**config.mk**
```make
export PLATFORM = sky130hd
export DESIGN_NAME = cpc_busrq_arbiter
export DESIGN_NICKNAME = d
export VERILOG_FILES = /design/src/rtl/cpc_bus_pkg.sv /design/src/rtl/cpc_rr_picker.sv /design/src/rtl/cpc_busrq_arbiter.sv
export SDC_FILE = /design/constraint.sdc
export NUM_CORES = 1
export LEC_CHECK = 0
export BUFFER_PORTS_ARGS = -buffer_cell sky130_fd_sc_hd__buf_2
export CORE_UTILIZATION = 40
export CTS_CLUSTER_DIAMETER = 80
export DETAILED_ROUTE_END_ITERATION = 10
export PLACE_DENSITY = 0.53
export SYNTH_ARGS = -nofsm -noshare
export SYNTH_HDL_FRONTEND = slang
export SYNTH_SLANG_ARGS = --single-unit
```
**constraint.sdc**
```tcl
create_clock -name CLK -period 2.2 [get_ports CLK]
set_input_delay 0.11 -clock CLK [delete_from_list [all_inputs] [get_ports CLK]]
set_output_delay 0.11 -clock CLK [all_outputs]
set_load 0.02 [all_outputs]
```
**src/rtl/cpc_bus_pkg.sv**
```systemverilog
// Shared definitions for the CPC backplane bus-request arbiter.
//   state_t       : arbiter FSM states
//   DEFAULT_NSLOT : default number of requesting expansion slots
//   INACTIVE_B    : idle level of the active-low bus handshake lines
package cpc_bus_pkg;

   typedef enum logic [2:0] {
      IDLE,
      REQ,
      GRANT,
      DRAIN,
      GAP
   } state_t;

   localparam int unsigned DEFAULT_NSLOT = 4;
   localparam logic        INACTIVE_B    = 1'b1;

endpackage

```
**src/rtl/cpc_rr_picker.sv**
```systemverilog
// Combinational round-robin priority picker.
//   i_eligible : per-slot eligible vector
//   i_last     : index of the previous winner
//   o_winner_c : first eligible index searching from i_last+1 with wrap
//   o_any_c    : high when any slot is eligible
module cpc_rr_picker
   import cpc_bus_pkg::*;
#(
   parameter  int unsigned NSLOT = DEFAULT_NSLOT,
   localparam int unsigned IW    = $clog2(NSLOT)
) (
   input  logic [NSLOT-1:0] i_eligible,
   input  logic [IW-1:0]    i_last,
   output logic [IW-1:0]    o_winner_c,
   output logic             o_any_c
);

   // Walk the slots starting just after the last winner; first hit wins.
   always_comb begin
      int unsigned w_idx;
      o_winner_c = '0;
      o_any_c    = 1'b0;
      w_idx      = 0;
      for (int unsigned k = 1; k <= NSLOT; k++) begin
         w_idx = (32'(i_last) + k) % NSLOT;
         if (!o_any_c && i_eligible[IW'(w_idx)]) begin
            o_any_c    = 1'b1;
            o_winner_c = IW'(w_idx);
         end
      end
   end

endmodule

```
**src/rtl/cpc_busrq_arbiter.sv**
```systemverilog
// Shares the Z80 BUSRQ_B/BUSACK_B pair between NSLOT DMA expansion cards,
// round-robin, with a per-grant hold limit and a CPU run gap between grants.
//   CLK, RESET     : bus clock, asynchronous active-high reset
//   EN             : allows new grants to start
//   SLOT_BUSRQ_B   : per-slot request (active low, asynchronous)
//   SLOT_BUSACK_B  : per-slot acknowledge (active low, one-cold)
//   BUSRQ_B        : request to the Z80 (active low)
//   BUSACK_B       : acknowledge from the Z80 (active low, synchronous)
//   GRANT_VALID    : a slot currently owns the bus
//   GRANT_ID       : current/last winner
//   TIMEOUT        : one-cycle pulse when a grant is revoked by the hold limit
module cpc_busrq_arbiter
   import cpc_bus_pkg::*;
#(
   parameter  int unsigned NSLOT      = DEFAULT_NSLOT,
   parameter  int unsigned HOLD_LIMIT = 1024,
   parameter  int unsigned CPU_GAP    = 4,
   parameter  int unsigned GW         = 11,
   localparam int unsigned IW         = $clog2(NSLOT)
) (
   input  logic             CLK,
   input  logic             RESET,
   input  logic             EN,
   input  logic [NSLOT-1:0] SLOT_BUSRQ_B,
   output logic [NSLOT-1:0] SLOT_BUSACK_B,
   output logic             BUSRQ_B,
   input  logic             BUSACK_B,
   output logic             GRANT_VALID,
   output logic [IW-1:0]    GRANT_ID,
   output logic             TIMEOUT
);

   state_t           r_state,         w_state_nxt;
   logic [NSLOT-1:0] r_sync1,         r_sync2;
   logic [NSLOT-1:0] r_lockout,       w_lockout_nxt;
   logic [IW-1:0]    r_last,          w_last_nxt;
   logic [GW-1:0]    r_hold,          w_hold_nxt;
   logic [GW-1:0]    r_gap,           w_gap_nxt;
   logic             r_busrq_b,       w_busrq_b_nxt;
   logic [NSLOT-1:0] r_slot_ack_b,    w_slot_ack_b_nxt;
   logic             r_grant_valid,   w_grant_valid_nxt;
   logic [IW-1:0]    r_grant_id,      w_grant_id_nxt;
   logic             r_timeout,       w_timeout_nxt;

   logic [NSLOT-1:0] w_req;
   logic [NSLOT-1:0] w_eligible;
   logic [IW-1:0]    w_winner;
   logic             w_any;
   logic             w_limit_hit;

   assign w_req       = ~r_sync2;
   assign w_eligible  = w_req & ~r_lockout;
   assign w_limit_hit = (HOLD_LIMIT != 0) && (r_hold == GW'(HOLD_LIMIT - 1));

   cpc_rr_picker #(
      .NSLOT (NSLOT)
   ) u_picker (
      .i_eligible (w_eligible),
      .i_last     (r_last),
      .o_winner_c (w_winner),
      .o_any_c    (w_any)
   );

   // State, synchroniser and registered outputs.
   always_ff @(posedge CLK or posedge RESET) begin
      if (RESET) begin
         r_state       <= IDLE;
         r_sync1       <= {NSLOT{INACTIVE_B}};
         r_sync2       <= {NSLOT{INACTIVE_B}};
         r_lockout     <= '0;
         r_last        <= IW'(NSLOT - 1);
         r_hold        <= '0;
         r_gap         <= '0;
         r_busrq_b     <= INACTIVE_B;
         r_slot_ack_b  <= {NSLOT{INACTIVE_B}};
         r_grant_valid <= 1'b0;
         r_grant_id    <= '0;
         r_timeout     <= 1'b0;
      end else begin
         r_state       <= w_state_nxt;
         r_sync1       <= SLOT_BUSRQ_B;
         r_sync2       <= r_sync1;
         r_lockout     <= w_lockout_nxt;
         r_last        <= w_last_nxt;
         r_hold        <= w_hold_nxt;
         r_gap         <= w_gap_nxt;
         r_busrq_b     <= w_busrq_b_nxt;
         r_slot_ack_b  <= w_slot_ack_b_nxt;
         r_grant_valid <= w_grant_valid_nxt;
         r_grant_id    <= w_grant_id_nxt;
         r_timeout     <= w_timeout_nxt;
      end
   end

   // Next-state and next-output logic.
   always_comb begin
      w_state_nxt       = r_state;
      w_last_nxt        = r_last;
      w_hold_nxt        = r_hold;
      w_gap_nxt         = r_gap;
      w_busrq_b_nxt     = r_busrq_b;
      w_slot_ack_b_nxt  = r_slot_ack_b;
      w_grant_valid_nxt = r_grant_valid;
      w_grant_id_nxt    = r_grant_id;
      w_timeout_nxt     = 1'b0;
      // A locked-out slot is forgiven once its request is seen released.
      w_lockout_nxt     = r_lockout & ~r_sync2;

      case (r_state)
         IDLE: begin
            if (EN && w_any) begin
               w_grant_id_nxt = w_winner;
               w_last_nxt     = w_winner;
               w_busrq_b_nxt  = ~INACTIVE_B;
               w_state_nxt    = REQ;
            end
         end
         REQ: begin
            if (!w_req[r_grant_id]) begin
               w_busrq_b_nxt = INACTIVE_B;
               w_state_nxt   = DRAIN;
            end else if (!BUSACK_B) begin
               w_slot_ack_b_nxt             = {NSLOT{INACTIVE_B}};
               w_slot_ack_b_nxt[r_grant_id] = ~INACTIVE_B;
               w_grant_valid_nxt            = 1'b1;
               w_hold_nxt                   = '0;
               w_state_nxt                  = GRANT;
            end
         end
         GRANT: begin
            w_hold_nxt = r_hold + GW'(1);
            if (!w_req[r_grant_id] || w_limit_hit) begin
               w_slot_ack_b_nxt  = {NSLOT{INACTIVE_B}};
               w_grant_valid_nxt = 1'b0;
               w_busrq_b_nxt     = INACTIVE_B;
               w_state_nxt       = DRAIN;
               // A slot that drops its request on the limit cycle is a normal release.
               if (w_req[r_grant_id]) begin
                  w_timeout_nxt             = 1'b1;
                  w_lockout_nxt[r_grant_id] = 1'b1;
               end
            end
         end
         DRAIN: begin
            if (BUSACK_B) begin
               if (CPU_GAP == 0) begin
                  w_state_nxt = IDLE;
               end else begin
                  w_gap_nxt   = GW'(CPU_GAP);
                  w_state_nxt = GAP;
               end
            end
         end
         GAP: begin
            w_gap_nxt = r_gap - GW'(1);
            if (r_gap <= GW'(1)) begin
               w_state_nxt = IDLE;
            end
         end
         default: w_state_nxt = IDLE;
      endcase
   end

   assign SLOT_BUSACK_B = r_slot_ack_b;
   assign BUSRQ_B       = r_busrq_b;
   assign GRANT_VALID   = r_grant_valid;
   assign GRANT_ID      = r_grant_id;
   assign TIMEOUT       = r_timeout;

endmodule

```
# After elaboration in Yosys (flattened, before gate mapping)
# Index checks and enable logic that the tools add are counted.
[op_classes] n_bitwise=6 eq_ne=13 n_lt_le_gt_ge=7 muxes=50 n_reduce_logical=20 n_addsub=6
[ops] operator="$pmux W11 S2" n=2
[ops] operator="$mux W11" n=3
[ops] operator="$mux W4" n=6
[ops] operator="$mux W1" n=19
[ops] operator="$mux W3" n=6
[ops] operator="$lt A2 B3 Y1 const B" n=5
[ops] operator="$pmux W3 S5" n=1
[ops] operator="$ne A2 B2 Y1 const B" n=7
[ops] operator="$not A4 Y4" n=3
[ops] operator="$add A11 B1 Y11 const B" n=1
[ops] operator="$eq A11 B10 Y1 const B" n=1
[ops] operator="$le A11 B1 Y1 const B" n=1
[ops] operator="$sub A11 B1 Y11 const B" n=1
[ops] operator="$bmux W1 S2" n=5
[ops] operator="$and A4 B4 Y4" n=2
[ops] operator="$mux W2" n=4
[ops] operator="$pmux W4 S2" n=1
[ops] operator="$reduce_and A4 Y1" n=2
[ops] operator="$eq A3 B2 Y1 const B" n=2
[ops] operator="$logic_and A1 B1 Y1" n=5
[ops] operator="$reduce_and A5 Y1" n=1
[ops] operator="$add A2 B1 Y2 const B" n=2
[ops] operator="$add A2 B2 Y2 const B" n=2
[ops] operator="$logic_not A1 Y1" n=4
[ops] operator="14 further kinds" n=16
[totals] out_inout_bits=9 reg_bits=48 word_cells=114 in_bits=8

# Logic depth before layout (Yosys ltp)
# Gate-level depths: netlist of run 1.
[logic_depth] word_depth=17 depth_mapped=6

# By module
# Synthesis of run 1 repeated with hierarchy kept, for this count alone.
[unflattened] hier_cells=210 area_unflattened_um2=2245.9
[by_module_without_submodules] mod="cpc_busrq_arbiter" cells_per_inst=196 area_each_um2=2154.6 seq_area_each_um2=1219.9 n_inst=1
[by_module_without_submodules] mod="cpc_rr_picker" cells_per_inst=14 area_each_um2=91.3 seq_area_each_um2=0.0 n_inst=1

# Worst setup path after synthesis of run 1
# No wires, ideal clock.
[synth_path] kind="flip-flop to flip-flop" start="register r_grant_id[1] (netlist: GRANT_ID[1])" end="register r_hold[2]" period_less_slack_ns=2.173 path_stages_with_launch=6 path_slack_ns=0.027 t_arrival_ns=2.096 setup_time_ns=0.078 n_path_buf=1 path_cell_list="dfrtp_1 mux4_2 o31a_1 buf_6 or3_1 a21oi_1"
[synth_via] elab_chain_len=4
[synth_rtl] item="start: declaration" line="cpc_busrq_arbiter.sv:42" text="logic [IW-1:0] r_grant_id, w_grant_id_nxt;"
[synth_rtl] item="start signal: assignment" line="cpc_busrq_arbiter.sv:90" text="r_grant_id <= w_grant_id_nxt;"
[synth_rtl] item="$bmux W1 S2" line="cpc_busrq_arbiter.sv:119" text="if (!w_req[r_grant_id]) begin"
[synth_rtl] item="$mux W1 (not written as such)" line="cpc_busrq_arbiter.sv:119"
[synth_rtl] item="$ne A2 B2 Y1 (no source line)"
[synth_rtl] item="$reduce_and A3 Y1 (no source line)"
[synth_rtl] item="end signal: assignment" line="cpc_busrq_arbiter.sv:85" text="r_hold <= w_hold_nxt;"
[synth_rtl] item="end: declaration" line="cpc_busrq_arbiter.sv:37" text="logic [GW-1:0] r_hold, w_hold_nxt;"
# No other way between the ends. The select of a mux whose other input is x is not followed.
# A chain may end at the register's enable or synchronous reset.

# Final worst setup path of run 1
[layout_path] start="register r_sync2[3]" end="register r_hold[4]"
[layout_via] elab_chain_len=5
[layout_rtl] item="start: declaration" line="cpc_busrq_arbiter.sv:34" text="logic [NSLOT-1:0] r_sync1, r_sync2;"
[layout_rtl] item="start signal: assignment" line="cpc_busrq_arbiter.sv:69" text="r_sync2 <= {NSLOT{INACTIVE_B}};"
[layout_rtl] item="start signal: assignment" line="cpc_busrq_arbiter.sv:82" text="r_sync2 <= r_sync1;"
[layout_rtl] item="$not A4 Y4" line="cpc_busrq_arbiter.sv:51" text="assign w_req = ~r_sync2;"
[layout_rtl] item="$bmux W1 S2" line="cpc_busrq_arbiter.sv:119"
[layout_rtl] item="$mux W1 (not written as such)" line="cpc_busrq_arbiter.sv:119"
[layout_rtl] item="$ne A2 B2 Y1 (no source line)"
[layout_rtl] item="$reduce_and A3 Y1 (no source line)"
# No other way between the ends. The select of a mux whose other input is x is not followed.

==> impl_metrics.yaml, run 1 <==
outcome:
  outcome: "finished clean"
power_and_ir_drop:
  power.internal_mw: 1.211
  leakage_nw: 1.150
  swShare_pct: 20.99
  p_comb_share_pct: 3.5
  powerDensity_nw_per_um2: 574.9
  power_frac_clock_pct: 37.6
  irDropWorstVdd_v: 0.0003715
  switching_power_mw: 0.3216
  finalPower_mw: 1.532
  pwr-share-seq_pct: 58.9
sta:
  period_share_pct: 92.07
  rsz0062_at_grt: "false"
  fin_worst_skew_ps: 5.399
  drv_slew: 0
  fmax_ghz: 0.4937
  tns_ps: 0
  period_needed_ps: 2026
  hold_ws_ps: 145.8
  maxSlewHeadroom_pct: 68.38
  tightest_slew_ps: 472.2
  final_hold_viol_count: 0
  setup_viol: 0
clock_network:
  cts_resized: 0
  post_cts_buffers: 0
  hold_buffers: 5
  cts.sink_count: 48
  cts_max_level: 2
  clk_latency_ps: 300
  clockBufferDepth: 2
  cts_buffers: 5
  clockRootBuffer: "clkbuf_8"
  cts_tree: "built"
  clkSlewWorstSetupHoldPaths_ps: 80
die:
  rows: 27
  chipWidth_um: 77.18
  core_area_um2: 5473
  dieArea_um2: 5957
  io_pins: 17
  start_util_pct: 41.31
  die_h_um: 77.18
logic_synthesis:
  synth_cell_types: 48
  yosys-top-cells-area: "dfrtp_1 (37%), dfstp_2 (17%), nand2_1 (3.5%)"
  syn_nets: 227
  syn_inst: 216
  yosys_warnings: 0
  async_flop_share_pct: 100.0
  synth_top_area_share_pct: 36.52
  syn_area_um2: 2261
  seq_area_frac_synth_pct: 53.96
  synthFlopType: "dfrtp_1"
  ys_ff_latch: 48
  synth_edf_count: 0
  synth_area_leader_cell: "dfrtp_1"
  synth_area_per_cell_um2: 10.47
placement:
  hpwl_um: 3239
  portBuffers: 16
  place_congestion: 0.7935
drt:
  drt_pass1_iterations: 4
  drc_errors: 0
  routedWlPerCell_um: 14.05
  num_vias: 1738
  final_antenna_net_count: 0
  drt_iter0_markers: 97
  via_per_inst: 5.315
  drt_wl_total_um: 4595
global_route:
  grt_max_degree: 22
  grt-ovfl-total: 0
  grt_pass1_vias: 1711
  track_usage_pct: 16.81
  grt_pass1_wl_um: 8017
  antenna_found_initial: 0
worst_hold_path:
  hold_path_class: "in -> reg"
final_layout:
  drive_above_1_share_pct: 23.14
  area_growth_pct: 17.88
  final_util_pct: 48.70
  nets: 265
  diodes: 0
setup_path:
  end_kind: "flip-flop"
  critPathArrivalTime_ps: 2250
  required_ps: 2420
  start_kind: "flip-flop"
  path_class: "reg -> reg"
  worstPathMaxFanout: 9
run:
  cap_violations: 0
-- layer usage --
layer  vias to the layer above  wire length [um]  GRT usage [%]
met5                         -                 0              0
met4                         0                43          4.528
li1                        882                 -              -
met1                       827              2339          23.57
met3                         5               134          3.452
met2                        24              2077          26.28
-- power groups by stage --
| stage | sequential, mW | clock, mW | combinational [mW] |
|---|---|---|---|
| detailed placement | 0.918 | 0 | 0.0494 |
| finish | 0.902 | 0.576 | 0.0542 |
| global route | 0.903 | 0.636 | 0.0623 |
| floorplan | 0.916 | 0 | 0.0288 |
| global placement | 0.918 | 0 | 0.0492 |
| CTS | 0.902 | 0.604 | 0.0561 |
-- flip-flops by register name (all words and copies together), names as in the netlist, 2 cells and up --
register,count
r_sync2,4
SLOT_BUSACK_B,4
GRANT_ID,2
r_state,3
r_last,2
r_gap,11
r_lockout,4
r_sync1,4
r_hold,11
-- layout make-up --
type / instances / area, um^2
Tap cell: 72 / 90.09
Clock buffer: 7 / 97.59
Inverter: 9 / 33.78
Timing Repair Buffer: 35 / 235.2
Multi-Input combinational cell: 155 / 983.4
Clock inverter: 1 / 5.005
Sequential cell: 48 / 1220
Fill cell: 531 / 2808
-- final timing paths --
kind	start	endpoint	slack [ps]	cells after the start
worst max-delay path	r_sync2[3]	r_hold[4]	170	5
worst min-delay path	BUSACK_B	r_state[1]	150	3
worst max register to register	r_sync2[3]	r_hold[4]	170	5
worst min register to register	r_sync1[2]	r_sync2[2]	360	0
max in group asynchronous	RESET	SLOT_BUSACK_B[0]	1200	4
min in group asynchronous	RESET	r_lockout[3]	350	3
-- worst max-delay path, stage by stage (launching register included) --
cell and delay (ps):
dfstp_2 400, mux4_2 480, o31a_1 390, buf_4 190, or3_1 330, a21oi_1 150
-- cell families (layout without fill, tap and decap cells) --
| group | count (synthesis) | in the layout | share of synthesized area [%] |
|---|---|---|---|
| mux | 6 | 6 | 3.210 |
| flops | 48 | 48 | 53.96 |
| xor+xnor | 2 | 2 | 0.7749 |
| compound gates | 59 | 59 | 17.32 |
| buf+inv | 13 | 52 | 2.545 |
| fa+ha+maj | 3 | 3 | 1.660 |
| simple gates | 85 | 85 | 20.53 |
-- synthesized netlist by cell type, types with 4 or more instances --
cell type,number
nor3_1,7
or4_1,4
or3_1,8
nand2_1,21
o22ai_1,6
a21oi_1,10
nor2_1,14
mux2i_1,5
nand3_1,4
dfstp_2,15
nand2b_1,7
dfrtp_1,33
inv_1,9
o21ai_0,14
-- stage by stage --
| stage | instance area, um^2 | std cells | setup WS, ps |
|---|---|---|---|
| 2_1_floorplan | 2261 | 216 | 26.65 |
| 3_3_place_gp | 2512 | 314 | 202.1 |
| 3_5_place_dp | 2512 | 314 | 181.2 |
| 4_1_cts | 2665 | 327 | 157.5 |
| 5_1_grt | 2665 | 327 | 60.82 |
| 6_report | 2665 | 327 | 174.4 |
-- cell usage in the layout (no fill, tap or decap), drive strengths merged, types with 3 or more instances in the layout --
cell type	synthesis	routed
a21oi	10	10
o21ai	14	14
a211oi	3	3
nand3	4	4
or3	8	8
o31ai	3	3
a22o	3	3
clkbuf	2	7
nor2b	3	3
o22ai	6	6
o22a	3	3
nor3	7	7
nand2	21	21
nor2	14	14
mux2i	5	5
a21o	3	3
nand2b	7	7
ha	3	3
inv	9	9
buf	2	30
a31oi	3	3
dfstp	15	15
or2	3	3
or4	4	4
dfrtp	33	33
dlygate4sd3	0	5
Power figures use the tool's default switching activity.
==> inputs of run 2 (changes only) <==
--- a/config.mk
+++ b/config.mk
@@ -5,11 +5,11 @@
 export SDC_FILE = /design/constraint.sdc
 export NUM_CORES = 1
 export LEC_CHECK = 0
-export BUFFER_PORTS_ARGS = -buffer_cell sky130_fd_sc_hd__buf_2
 export CORE_UTILIZATION = 40
 export CTS_CLUSTER_DIAMETER = 80
 export DETAILED_ROUTE_END_ITERATION = 10
-export PLACE_DENSITY = 0.53
+export DONT_BUFFER_PORTS = 1
+export PLACE_DENSITY = 0.5
 export SYNTH_ARGS = -nofsm -noshare
 export SYNTH_HDL_FRONTEND = slang
 export SYNTH_SLANG_ARGS = --single-unit
==> impl_metrics.yaml, run 2 (synthesized netlist as in run 1, its figures left out) <==
outcome:
  outcome: "finished clean"
sta:
  tns_ps: 0
  rsz0062_at_grt: "false"
  fin_worst_skew_ps: 5.706
  drv_slew: 0
  hold_ws_ps: 116.9
  period_share_pct: 93.72
  final_hold_viol_count: 0
  period_needed_ps: 2062
  finalWorstSetupSlack_ps: 138.3
  fmax_ghz: 0.4850
  setup_viol: 0
  tightest_slew_ps: 867.5
  maxSlewHeadroom_pct: 42.08
clock_network:
  cts_tree: "built"
  clockRootBuffer: "clkbuf_8"
  cts.sink_count: 48
  cts_buffers: 5
  post_cts_buffers: 0
  clk_latency_ps: 300
  clockBufferDepth: 2
  cts_max_level: 2
  clkSlewWorstSetupHoldPaths_ps: 80
final_layout:
  largestRegisters: "r_gap: 11 flops, r_hold: 11 flops"
  final_cell_mix: "dfrtp_1 (33), nand2_1 (21), dfstp_2 (15), nor2_1 (14), o21ai_0 (14)"
  fillers: 522
  drive_above_1_share_pct: 16.95
  diodes: 0
  layout_commonest_cell: "dfrtp_1"
  instances_no_fill: 308
  nets: 246
  area_growth_pct: 13.50
global_route:
  grt-ovfl-total: 0
  grt_pass1_vias: 1684
  antenna_found_initial: 0
  grt_max_degree: 44
  track_usage_pct: 17.27
  grt_pass1_wl_um: 8031
die:
  dieArea_um2: 5957
  io_pins: 17
  core_area_um2: 5473
  start_util_pct: 41.31
  rows: 27
  chipWidth_um: 77.18
  die_h_um: 77.18
placement:
  hpwl_um: 3283
  place_congestion: 0.7670
  dp.cells: 294
  dp_worst_setup_slack_ps: 115.4
  portBuffers: 0
drt:
  wl_met1_um: 2220
  drt_pass1_iterations: 4
  num_vias: 1718
  drt_iter0_markers: 119
  wl_met2_um: 2101
  top_layer: "met4"
  routedWlPerCell_um: 14.98
  final_antenna_net_count: 0
  via_per_inst: 5.578
  met3_wirelength_um: 200
  drc_errors: 0
  drt_wl_total_um: 4613
setup_path:
  regToRegStartpoint: "GRANT_ID[1]"
  rr_endpoint: "r_hold[5]"
  rr_worst_depth: 4
  path_cells: "mux4_2, o31a_2, or4_1, a21oi_1"
  end_kind: "flip-flop"
  crit_path_top_delay_cell: "mux4_2"
  critPathArrivalTime_ps: 2290
  critPathBufInv: 0
  r2r_setup_slack_ps: 140
  critPathTopFamily: "compound AO/OA/AOI/OAI gates"
  max_stage_delay_ps: 510
  start_kind: "flip-flop"
  worstPathMaxFanout: 17
  required_ps: 2430
  path_class: "reg -> reg"
worst_hold_path:
  min_path_cells: 2
  hold_path_class: "in -> reg"
  min_to: "r_state[0]"
  worstHoldStart: "BUSACK_B"
power_and_ir_drop:
  leakage_nw: 1.073
  irDropWorstVdd_v: 0.0003615
  powerDensity_nw_per_um2: 595.4
run:
  cap_violations: 0
## run 2: cell types whose count changed in the layout (fill, tap and decap cells not counted), sizes merged
cell         before  now
buf              30   10
dlygate4sd3       5    6
## run 2: area by class of cell
class	instances	area, um^2	area share, %
clock buffers	7	97.59	3.803
clock inverters	1	5.005	0.1950
inverters	9	33.78	1.316
multi-input cells	155	984.7	38.37
flip-flops and latches	48	1220	47.54
well taps	72	90.09	3.510
repair buffers	16	135.1	5.266
## run 2: worst max-delay path by stage
stage | endpoint | start | depth (start not counted) | slack (ps)
floorplan | r_hold[2] | GRANT_ID[1] | 5 | 30
global placement | r_hold[5] | GRANT_ID[1] | 4 | 150
detailed placement | r_hold[5] | GRANT_ID[1] | 4 | 120
CTS | r_hold[5] | GRANT_ID[1] | 4 | 90
global route | r_hold[7] | GRANT_ID[1] | 4 | 2
finish | r_hold[5] | GRANT_ID[1] | 4 | 140
## run 2: power breakdown
part / switching (mW) / internal [mW] / total [mW]
combinational: 0.0283 / 0.0187 / 0.0470
clock: 0.287 / 0.292 / 0.579
sequential: 0.00637 / 0.896 / 0.902
## run 2: worst register-to-register path, delay by kind of cell, from the launching register on
kind / cells / cell delay, ps
and+or+nand+nor: 1 / 500
DFF: 1 / 380
muxes: 1 / 510
AOI/OAI and AO/OA: 2 / 610
## run 2: what timing repair did
item	4_1_cts	5_1_grt
endpoints found under the hold margin	38	0
resized for setup	0	1
hold buffers	6	0
endpoints found under the setup margin	0	2
## run 2: through the flow
stage	instance area, um^2	power (mW)	util [%]
CTS	2565	1.549	46.87
detailed placement	2402	0.9585	43.90
finish	2566	1.528	46.89
global placement	2402	0.9578	43.90
global route	2566	1.600	46.89
floorplan	2261	0.9449	-
## run 2: metal layers
metal,vias up,track usage [%]
met5,-,0
met3,7,4.167
met1,841,24.35
met2,37,25.58
li1,833,-
met4,0,6.415
